`config.mk`:
```
export PLATFORM = sky130hd
export DESIGN_NAME = clock_div_bank
export DESIGN_NICKNAME = d
export VERILOG_FILES = /design/src/rtl/clock_div_pkg.sv /design/src/rtl/clock_div_chan.sv /design/src/rtl/clock_div_bank.sv
export SDC_FILE = /design/constraint.sdc
export NUM_CORES = 1
export LEC_CHECK = 0
export CAP_MARGIN = 20
export CORE_ASPECT_RATIO = 0.75
export CORE_MARGIN = 2
export CORE_UTILIZATION = 55
export CTS_CLUSTER_DIAMETER = 80
export DETAILED_ROUTE_END_ITERATION = 8
export PLACE_DENSITY = 0.75
export SLEW_MARGIN = 0
export SYNTH_ARGS = -nofsm -noshare
export SYNTH_HDL_FRONTEND = slang
export SYNTH_HIERARCHICAL = 1
export SYNTH_SLANG_ARGS = --single-unit
```
`constraint.sdc`:
```
create_clock -name clk -period 5.7 [get_ports clk]
set_input_delay 0.855 -clock clk [delete_from_list [all_inputs] [get_ports clk]]
set_output_delay 0.855 -clock clk [all_outputs]
set_load 0.02 [all_outputs]
```
`src/rtl/clock_div_pkg.sv`:
```
// Shared constants and state types for the programmable clock divider bank.
// Imported by the per-channel divider and the bank top.
package clock_div_pkg;

  localparam int DIV_W_DEFAULT       = 26;
  localparam int DEFAULT_HALF_CYCLES = 100000;
  localparam int MIN_HALF            = 1;

  typedef struct packed {
    logic [DIV_W_DEFAULT-1:0] count;
    logic [DIV_W_DEFAULT-1:0] active_half;
    logic [DIV_W_DEFAULT-1:0] shadow_half;
    logic                     pending;
  } chan_state_t;

endpackage

```
`src/rtl/clock_div_chan.sv`:
```
// One programmable divider channel: 50% duty enable-clock, rising-edge tick,
// shadowed half-period applied only at a half-period boundary.
module clock_div_chan
  import clock_div_pkg::*;
#(
  parameter int               DIV_W    = DIV_W_DEFAULT,
  parameter logic [DIV_W-1:0] RST_HALF = DIV_W'(DEFAULT_HALF_CYCLES)
) (
  input  logic             clk,
  input  logic             rst,
  input  logic             en,
  input  logic             load,
  input  logic [DIV_W-1:0] half_in,
  input  logic             sync,
  output logic             new_clk,
  output logic             tick,
  output logic             pending
);

  typedef struct packed {
    logic [DIV_W-1:0] count;
    logic [DIV_W-1:0] active_half;
    logic [DIV_W-1:0] shadow_half;
    logic             pending;
  } state_t;

  state_t           st;
  logic [DIV_W-1:0] h;
  logic             wrap;
  logic             apply;

  // a programmed zero runs at the fastest rate instead of stalling
  assign h = (st.active_half < DIV_W'(MIN_HALF))
           ? DIV_W'(MIN_HALF) : st.active_half;

  assign wrap    = (st.count == h - DIV_W'(1));
  assign apply   = st.pending && (sync || !en || wrap);
  assign pending = st.pending;

  always_ff @(posedge clk or negedge rst) begin
    if (!rst) begin
      st.count       <= '0;
      st.active_half <= RST_HALF;
      st.shadow_half <= RST_HALF;
      st.pending     <= 1'b0;
      new_clk        <= 1'b0;
      tick           <= 1'b0;
    end else begin
      if (sync || !en) begin
        st.count <= '0;
        new_clk  <= 1'b0;
        tick     <= 1'b0;
      end else if (wrap) begin
        st.count <= '0;
        new_clk  <= ~new_clk;
        tick     <= ~new_clk;
      end else begin
        st.count <= st.count + DIV_W'(1);
        tick     <= 1'b0;
      end
      if (apply) begin
        st.active_half <= st.shadow_half;
        st.pending     <= 1'b0;
      end
      // a same-cycle load wins over the clear and waits for the next boundary
      if (load) begin
        st.shadow_half <= half_in;
        st.pending     <= 1'b1;
      end
    end
  end

endmodule

```
`src/rtl/clock_div_bank.sv`:
```
// Bank of independent programmable clock dividers with a shared
// phase-align strobe.
module clock_div_bank
  import clock_div_pkg::*;
#(
  parameter int               CHANNELS     = 4,
  parameter int               DIV_W        = DIV_W_DEFAULT,
  parameter logic [DIV_W-1:0] DEFAULT_HALF = DIV_W'(DEFAULT_HALF_CYCLES)
) (
  input  logic                      clk,
  input  logic                      rst,
  input  logic [CHANNELS-1:0]       en,
  input  logic [CHANNELS-1:0]       load,
  input  logic [CHANNELS*DIV_W-1:0] half_in,
  input  logic                      sync_all,
  output logic [CHANNELS-1:0]       new_clk,
  output logic [CHANNELS-1:0]       tick,
  output logic [CHANNELS-1:0]       pending
);

  for (genvar i = 0; i < CHANNELS; i++) begin : g_ch
    clock_div_chan #(
      .DIV_W    (DIV_W),
      .RST_HALF (DEFAULT_HALF)
    ) u_chan (
      .clk     (clk),
      .rst     (rst),
      .en      (en[i]),
      .load    (load[i]),
      .half_in (half_in[i*DIV_W +: DIV_W]),
      .sync    (sync_all),
      .new_clk (new_clk[i]),
      .tick    (tick[i]),
      .pending (pending[i])
    );
  end

endmodule
```
==> impl_metrics.py <==
metrics = {
    "global_routing": {
        "grtUsageTotal_pct": 27.4,
        "grt_pass1_vias": 16059,
        "grt_max_degree": 117,
        "grt_overflow_total": 0,
        "grt_pass1_wl_um": 87500,
        "antenna_found_initial": 3,
    },
    "yosys": {
        "yosys_warnings": 6,
        "syn_nets": 2219,
        "synth_ff_type": "dfrtp_1",
        "yosysSeqAreaShare_pct": 39.5,
        "synth_seq_cells": 324,
        "synth_edf_count": 0,
        "synth_cell_types": 72,
        "syn_area_um2": 20700,
        "syn_inst": 2096,
        "synth.avg_cell_area_um2": 9.87,
        "async_reset_ff_share_pct": 100,
    },
    "job": {
        "drv_cap": 0,
    },
    "setup_path": {
        "critical_path.slowest_cell": "nor2_4",
        "crit_path_frequent_cell": "nor2_1",
        "critPathLaunchType": "flop",
        "endpoint_kind": "flop",
        "worst-path-max-fanout": 25,
        "cp.arrival_ns": 4.93,
        "required_ns": 6.08,
        "critPathMaxStageDelay_ns": 0.75,
        "crit_chain": "nor4_2, nand3_2, nor2_1, nor2_1, ha_1, and3_1, o21ai_0, nand3b_1, a211oi_1, nand4_2, nor2_4, nor3_1",
        "critPathKind": "reg -> reg",
    },
    "clock_network": {
        "cts_tree": "yes",
        "clock_path_buffers": 3,
        "cts_made_buffers": 35,
        "cts_root_buf": "clkbuf_16",
        "clock-sinks": 324,
        "htreeDepth": 2,
        "insertion_delay_ns": 0.55,
        "clk_pin_slew_ns": 0.06,
        "postCtsSetupRepairBufs": 0,
        "postCtsHoldBufs": 0,
        "cts_resized": 0,
    },
    "run_status": {
        "status": "finished clean",
    },
    "power": {
        "cellPowerDensity_nw_per_um2": 281,
        "vdd_drop_max_mv": 0.205,
        "finalPower_w": 0.00654,
        "power_leakage_nw": 8.95,
    },
    "sta": {
        "finalClockSkew_ns": 0.0254,
        "rsz0062_at_grt": "false",
        "setup-violations-final": 0,
        "maxSlewViolCount": 0,
        "fmax_mhz": 220,
        "tightest_slew_ns": 1.07,
        "max_slew_margin_pct": 28.6,
        "min_period_ns": 4.55,
        "setup_tns_ns": 0,
        "period_share_pct": 79.8,
        "final_hold_viol_count": 0,
    },
    "cells_and_area": {
        "layout_common_cells": "nand2_1, dfrtp_1, o211ai_2",
        "fill_cells": 3096,
        "nets": 2250,
        "drive_above_1_share_pct": 21.4,
        "final_common_cell": "nand2_1",
        "area.growth.synth_to_final_pct": 12.3,
    },
    "routing": {
        "antenna_left": 0,
        "drt-pass1-iter-count": 5,
        "vias": 16497,
        "drc": 0,
        "viasPerCell": 6.20,
        "avgRoutedWirePerCell_um": 20.2,
        "drt-initial-drc-count": 1351,
        "wl_um": 53700,
    },
    "placement": {
        "gp_congestion": 0.987,
        "dpl.hpwl_um": 38500,
        "io_buffers": 126,
    },
    "floorplanning": {
        "chipHeight_um": 172,
        "dieArea_um2": 39200,
        "start_util_pct": 55.8,
        "rows": 61,
        "core_um2": 37100,
        "io_pins": 127,
        "fp.dieW_um": 228,
    },
    "worst_hold_path": {
        "hold_path.class": "in -> async",
    },
}
-- logic make-up after synthesis --
group | synth area share [%]
buffers and inverters | 4.57
XOR/XNOR | 8.46
multiplexers | 6.24
AND/OR/NAND/NOR | 22.1
adder cells (fa/ha/maj) | 0.484
AO/OA/AOI/OAI | 18.7
flip-flops | 39.5
-- worst paths after layout --
path | startpoint | endpoint | slack (ns) | depth (start not counted)
max | g_ch[3].u_chan/st[35] | g_ch[3].u_chan/st[75] | 1.15 | 12
min reg2reg | g_ch[2].u_chan/st[6] | g_ch[2].u_chan/st[32] | 0.49 | 2
min in group clk | g_ch[2].u_chan/st[6] | g_ch[2].u_chan/st[32] | 0.49 | 2
max reg2reg | g_ch[3].u_chan/st[35] | g_ch[3].u_chan/st[75] | 1.15 | 12
min | rst | g_ch[0].u_chan/st[27] | 0.39 | 1
max in group asynchronous | rst | g_ch[1].u_chan/st[66] | 4.07 | 2
-- sequential cells by signal, indices dropped and copies added, names as in the netlist --
name and count:
g_ch.u_chan/st 312, g_ch.u_chan/new_clk 4, g_ch.u_chan/pending 4, g_ch.u_chan/tick 4
-- critical path, delay by kind of cell, from the launching register on --
family	cells	cell delay (ns)
simple gates	9	3.06
flops	1	0.48
fa+ha+maj	1	0.32
compound gates	2	0.49
-- metal layers --
| layer | GRT usage (%) | part of all wire, % | vias up | wire [µm] |
|---|---|---|---|---|
| met5 | 0 | 0 | - | 0 |
| met4 | 8.84 | 2.7 | 0 | 1460 |
| met3 | 3.84 | 5.6 | 86 | 3020 |
| met2 | 42.7 | 45 | 487 | 24300 |
| met1 | 39.6 | 46 | 8205 | 24900 |
| li1 | - | - | 7719 | - |
-- power breakdown --
| part | switching [W] | internal [W] |
|---|---|---|
| registers | 0.000394 | 0.00254 |
| logic | 0.000667 | 0.000572 |
| clock network | 0.000985 | 0.00138 |
-- synth_stat cells, types with 32 or more instances --
cell type | n | share of area [%]
xnor2_1 | 96 | 4.1
nor3_1 | 152 | 3.7
clkbuf_1 | 80 | 1.5
nand3_1 | 84 | 2.0
mux2_2 | 104 | 5.7
buf_2 | 32 | 0.77
and3_1 | 32 | 0.97
dfstp_2 | 48 | 6.1
nand2_1 | 280 | 5.1
dfrtp_1 | 276 | 33
o211ai_2 | 156 | 9.4
o211ai_1 | 64 | 2.3
xor2_1 | 104 | 4.4
nor2_1 | 116 | 2.1
-- through the flow --
step	std cells	utilization, %	instance area, µm²	hold slack [ns]	setup WS (ns)
3_5_place_dp	2590	59.1	21900	0.488	1.18
5_1_grt	2660	62.7	23200	0.459	0.744
2_1_floorplan	2096	-	20700	0.480	2.11
3_3_place_gp	2590	59.1	21900	0.465	1.26
6_report	2661	62.7	23200	0.387	1.15
4_1_cts	2654	62.3	23100	0.435	1.16
-- area by class of cell --
type / instances / area, µm² / area share, %
flip-flops and latches: 324 / 8170 / 35.1
clock buffers: 49 / 1000 / 4.30
clock inverters: 15 / 186 / 0.802
repair buffers: 158 / 1600 / 6.88
well taps: 504 / 631 / 2.71
diodes: 3 / 7.51 / 0.0323
multi-input cells: 1592 / 11600 / 49.9
inverters: 16 / 60.1 / 0.258
No activity file was read; power rests on OpenSTA's default activity.
==> RTL edit (same flow settings) <==
Add an input register stage for `en`, `load`, `half_in` and `sync_all`, without a reset; this delays them by one clock. Comments in the files are not updated.
--- a/src/rtl/clock_div_bank.sv
+++ b/src/rtl/clock_div_bank.sv
@@ -19,4 +19,16 @@
 );
 
+  logic [CHANNELS-1:0] en_q;
+  logic [CHANNELS-1:0] load_q;
+  logic [CHANNELS*DIV_W-1:0] half_q;
+  logic sync_all_q;
+
+  always_ff @(posedge clk) begin
+      en_q       <= en;
+      load_q     <= load;
+      half_q     <= half_in;
+      sync_all_q <= sync_all;
+  end
+
   for (genvar i = 0; i < CHANNELS; i++) begin : g_ch
     clock_div_chan #(
@@ -26,8 +38,8 @@
       .clk     (clk),
       .rst     (rst),
-      .en      (en[i]),
-      .load    (load[i]),
-      .half_in (half_in[i*DIV_W +: DIV_W]),
-      .sync    (sync_all),
+      .en      (en_q[i]),
+      .load    (load_q[i]),
+      .half_in (half_q[i*DIV_W +: DIV_W]),
+      .sync    (sync_all_q),
       .new_clk (new_clk[i]),
       .tick    (tick[i]),
Formal check against the unedited RTL: not equivalent (Yosys sat finds a counterexample within 4 cycles, from zero or initial values and one cycle with rst low).
==> RTL edit against the original RTL <==
Wire length increased by 5.1%; sequential cell count up 113; highest routed layer unchanged; setup slack lost 0.18 ns; largest cell class unchanged; area after synthesis rose by 11%; cell count is 7.0% higher; count of clock-buffer cells in the layout up 9; total power up 22%; clock power rose by 26%; critical endpoint is now g_ch[2].u_chan/st[65]; cell area up 11%.
==> RTL edit: results (changes against the original RTL) <==
[status]
status = completed  ; unchanged

[layout]
drive_gt1_share_pct = 21.1  ; was 21.4%
fin_nets = 2375  ; was 2250
n_antenna_cell = 0  ; was 3

[detailed_routing]
wl_per_cell_um = 19.8  ; was 20.2 um
vias = 17200  ; was 16500
first_pass_iters = 6  ; was 5
dr_wl_met3_um = 3150  ; was 3020 um
wl_met1_um = 26500  ; was 24900 um
dr_wl_met2_um = 25400  ; was 24300 um
drt-initial-drc-count = 1293  ; was 1351

[yosys]
synth_nets = 2332  ; was 2219
synth.area.top_cells = dfrtp_1 30%, dfxtp_1 9.9%, o211ai_2 8.5%  ; was dfrtp_1 33%, o211ai_2 9.4%, dfstp_2 6.1%
synthAdderAreaFrac_pct = 0.436  ; was 0.484%
synthDistinctLibCells = 73  ; was 72
synth_compound_gate_area_share_pct = 16.8  ; was 18.7%

[worst_setup_path]
r2r_start = g_ch[2].u_chan/st[44]  ; was g_ch[3].u_chan/st[35]
rr_endpoint = g_ch[2].u_chan/st[65]  ; was g_ch[3].u_chan/st[75]
cp.arrival_ns = 5.15  ; was 4.93 ns
reg2reg_depth = 13  ; was 12

[sta]
fin_worst_skew_ns = 0.0220  ; was 0.0254 ns
worst_slack_ns = 0.965  ; was 1.15 ns
worst_pin_slew_ns = 1.09  ; was 1.07 ns

[placement]
place_ws_ns = 1.04  ; was 1.18 ns
finalWeightedCongestion = 0.956  ; was 0.987
hpwl_um = 39900  ; was 38500 um

[power]
sequentialPower_mw = 3.78  ; was 2.94 mW
vdd_drop_max_mv = 0.283  ; was 0.205 mV
p_clk_mw = 2.97  ; was 2.36 mW

[global_routing]
track_usage_pct = 26.5  ; was 27.4%
use_met2_pct = 41.0  ; was 42.7%
grt_antenna_before_repair = 0  ; was 3
met3_usage_pct = 4.29  ; was 3.84%

[clock_network]
cts_buffers = 43  ; was 35

[RTL edit: changes by cell type in the layout (fill, tap and decap cells not counted), moves of 2 or more]
| cell | unedited run | this run |
|---|---|---|
| inv_4 | 0 | 2 |
| bufinv_16 | 3 | 5 |
| clkinv_2 | 4 | 10 |
| clkbuf_16 | 36 | 44 |
| clkbuf_8 | 5 | 7 |
| diode_2 | 3 | 0 |
| buf_4 | 27 | 31 |
| dfxtp_1 | 0 | 113 |
[RTL edit: worst max-delay path by stage]
stage | to | cells after the start
2_1_floorplan | g_ch[0].u_chan/st[27] | 15
4_1_cts | g_ch[2].u_chan/st[65] | 13
6_report | g_ch[2].u_chan/st[65] | 13
5_1_grt | g_ch[3].u_chan/st[78] | 14
3_5_place_dp | g_ch[2].u_chan/st[65] | 13
3_3_place_gp | g_ch[2].u_chan/st[48] | 14
[RTL edit: metrics by stage]
stage | std cells | total power, mW | area [um^2] | hold WS, ns | utilization, %
after floorplan | 2209 | 4.64 | 23000 | 0.439 | -
after global placement | 2764 | 5.02 | 24300 | 0.442 | 59.3
after detailed placement | 2764 | 5.06 | 24300 | 0.447 | 59.3
after CTS | 2844 | 8.05 | 25800 | 0.257 | 62.9
after global routing | 2848 | 8.39 | 25900 | 0.283 | 63.1
final | 2848 | 8.00 | 25900 | 0.252 | 63.1
[RTL edit: final cells by class]
| class | count | area share [%] |
|---|---|---|
| inverter | 16 | 0.232 |
| sequential | 437 | 40.3 |
| tap | 561 | 2.71 |
| clock buffer | 58 | 4.73 |
| timing repair buffer | 162 | 6.25 |
| multi-input combinational | 1592 | 44.8 |
| clock inverter | 22 | 1.01 |
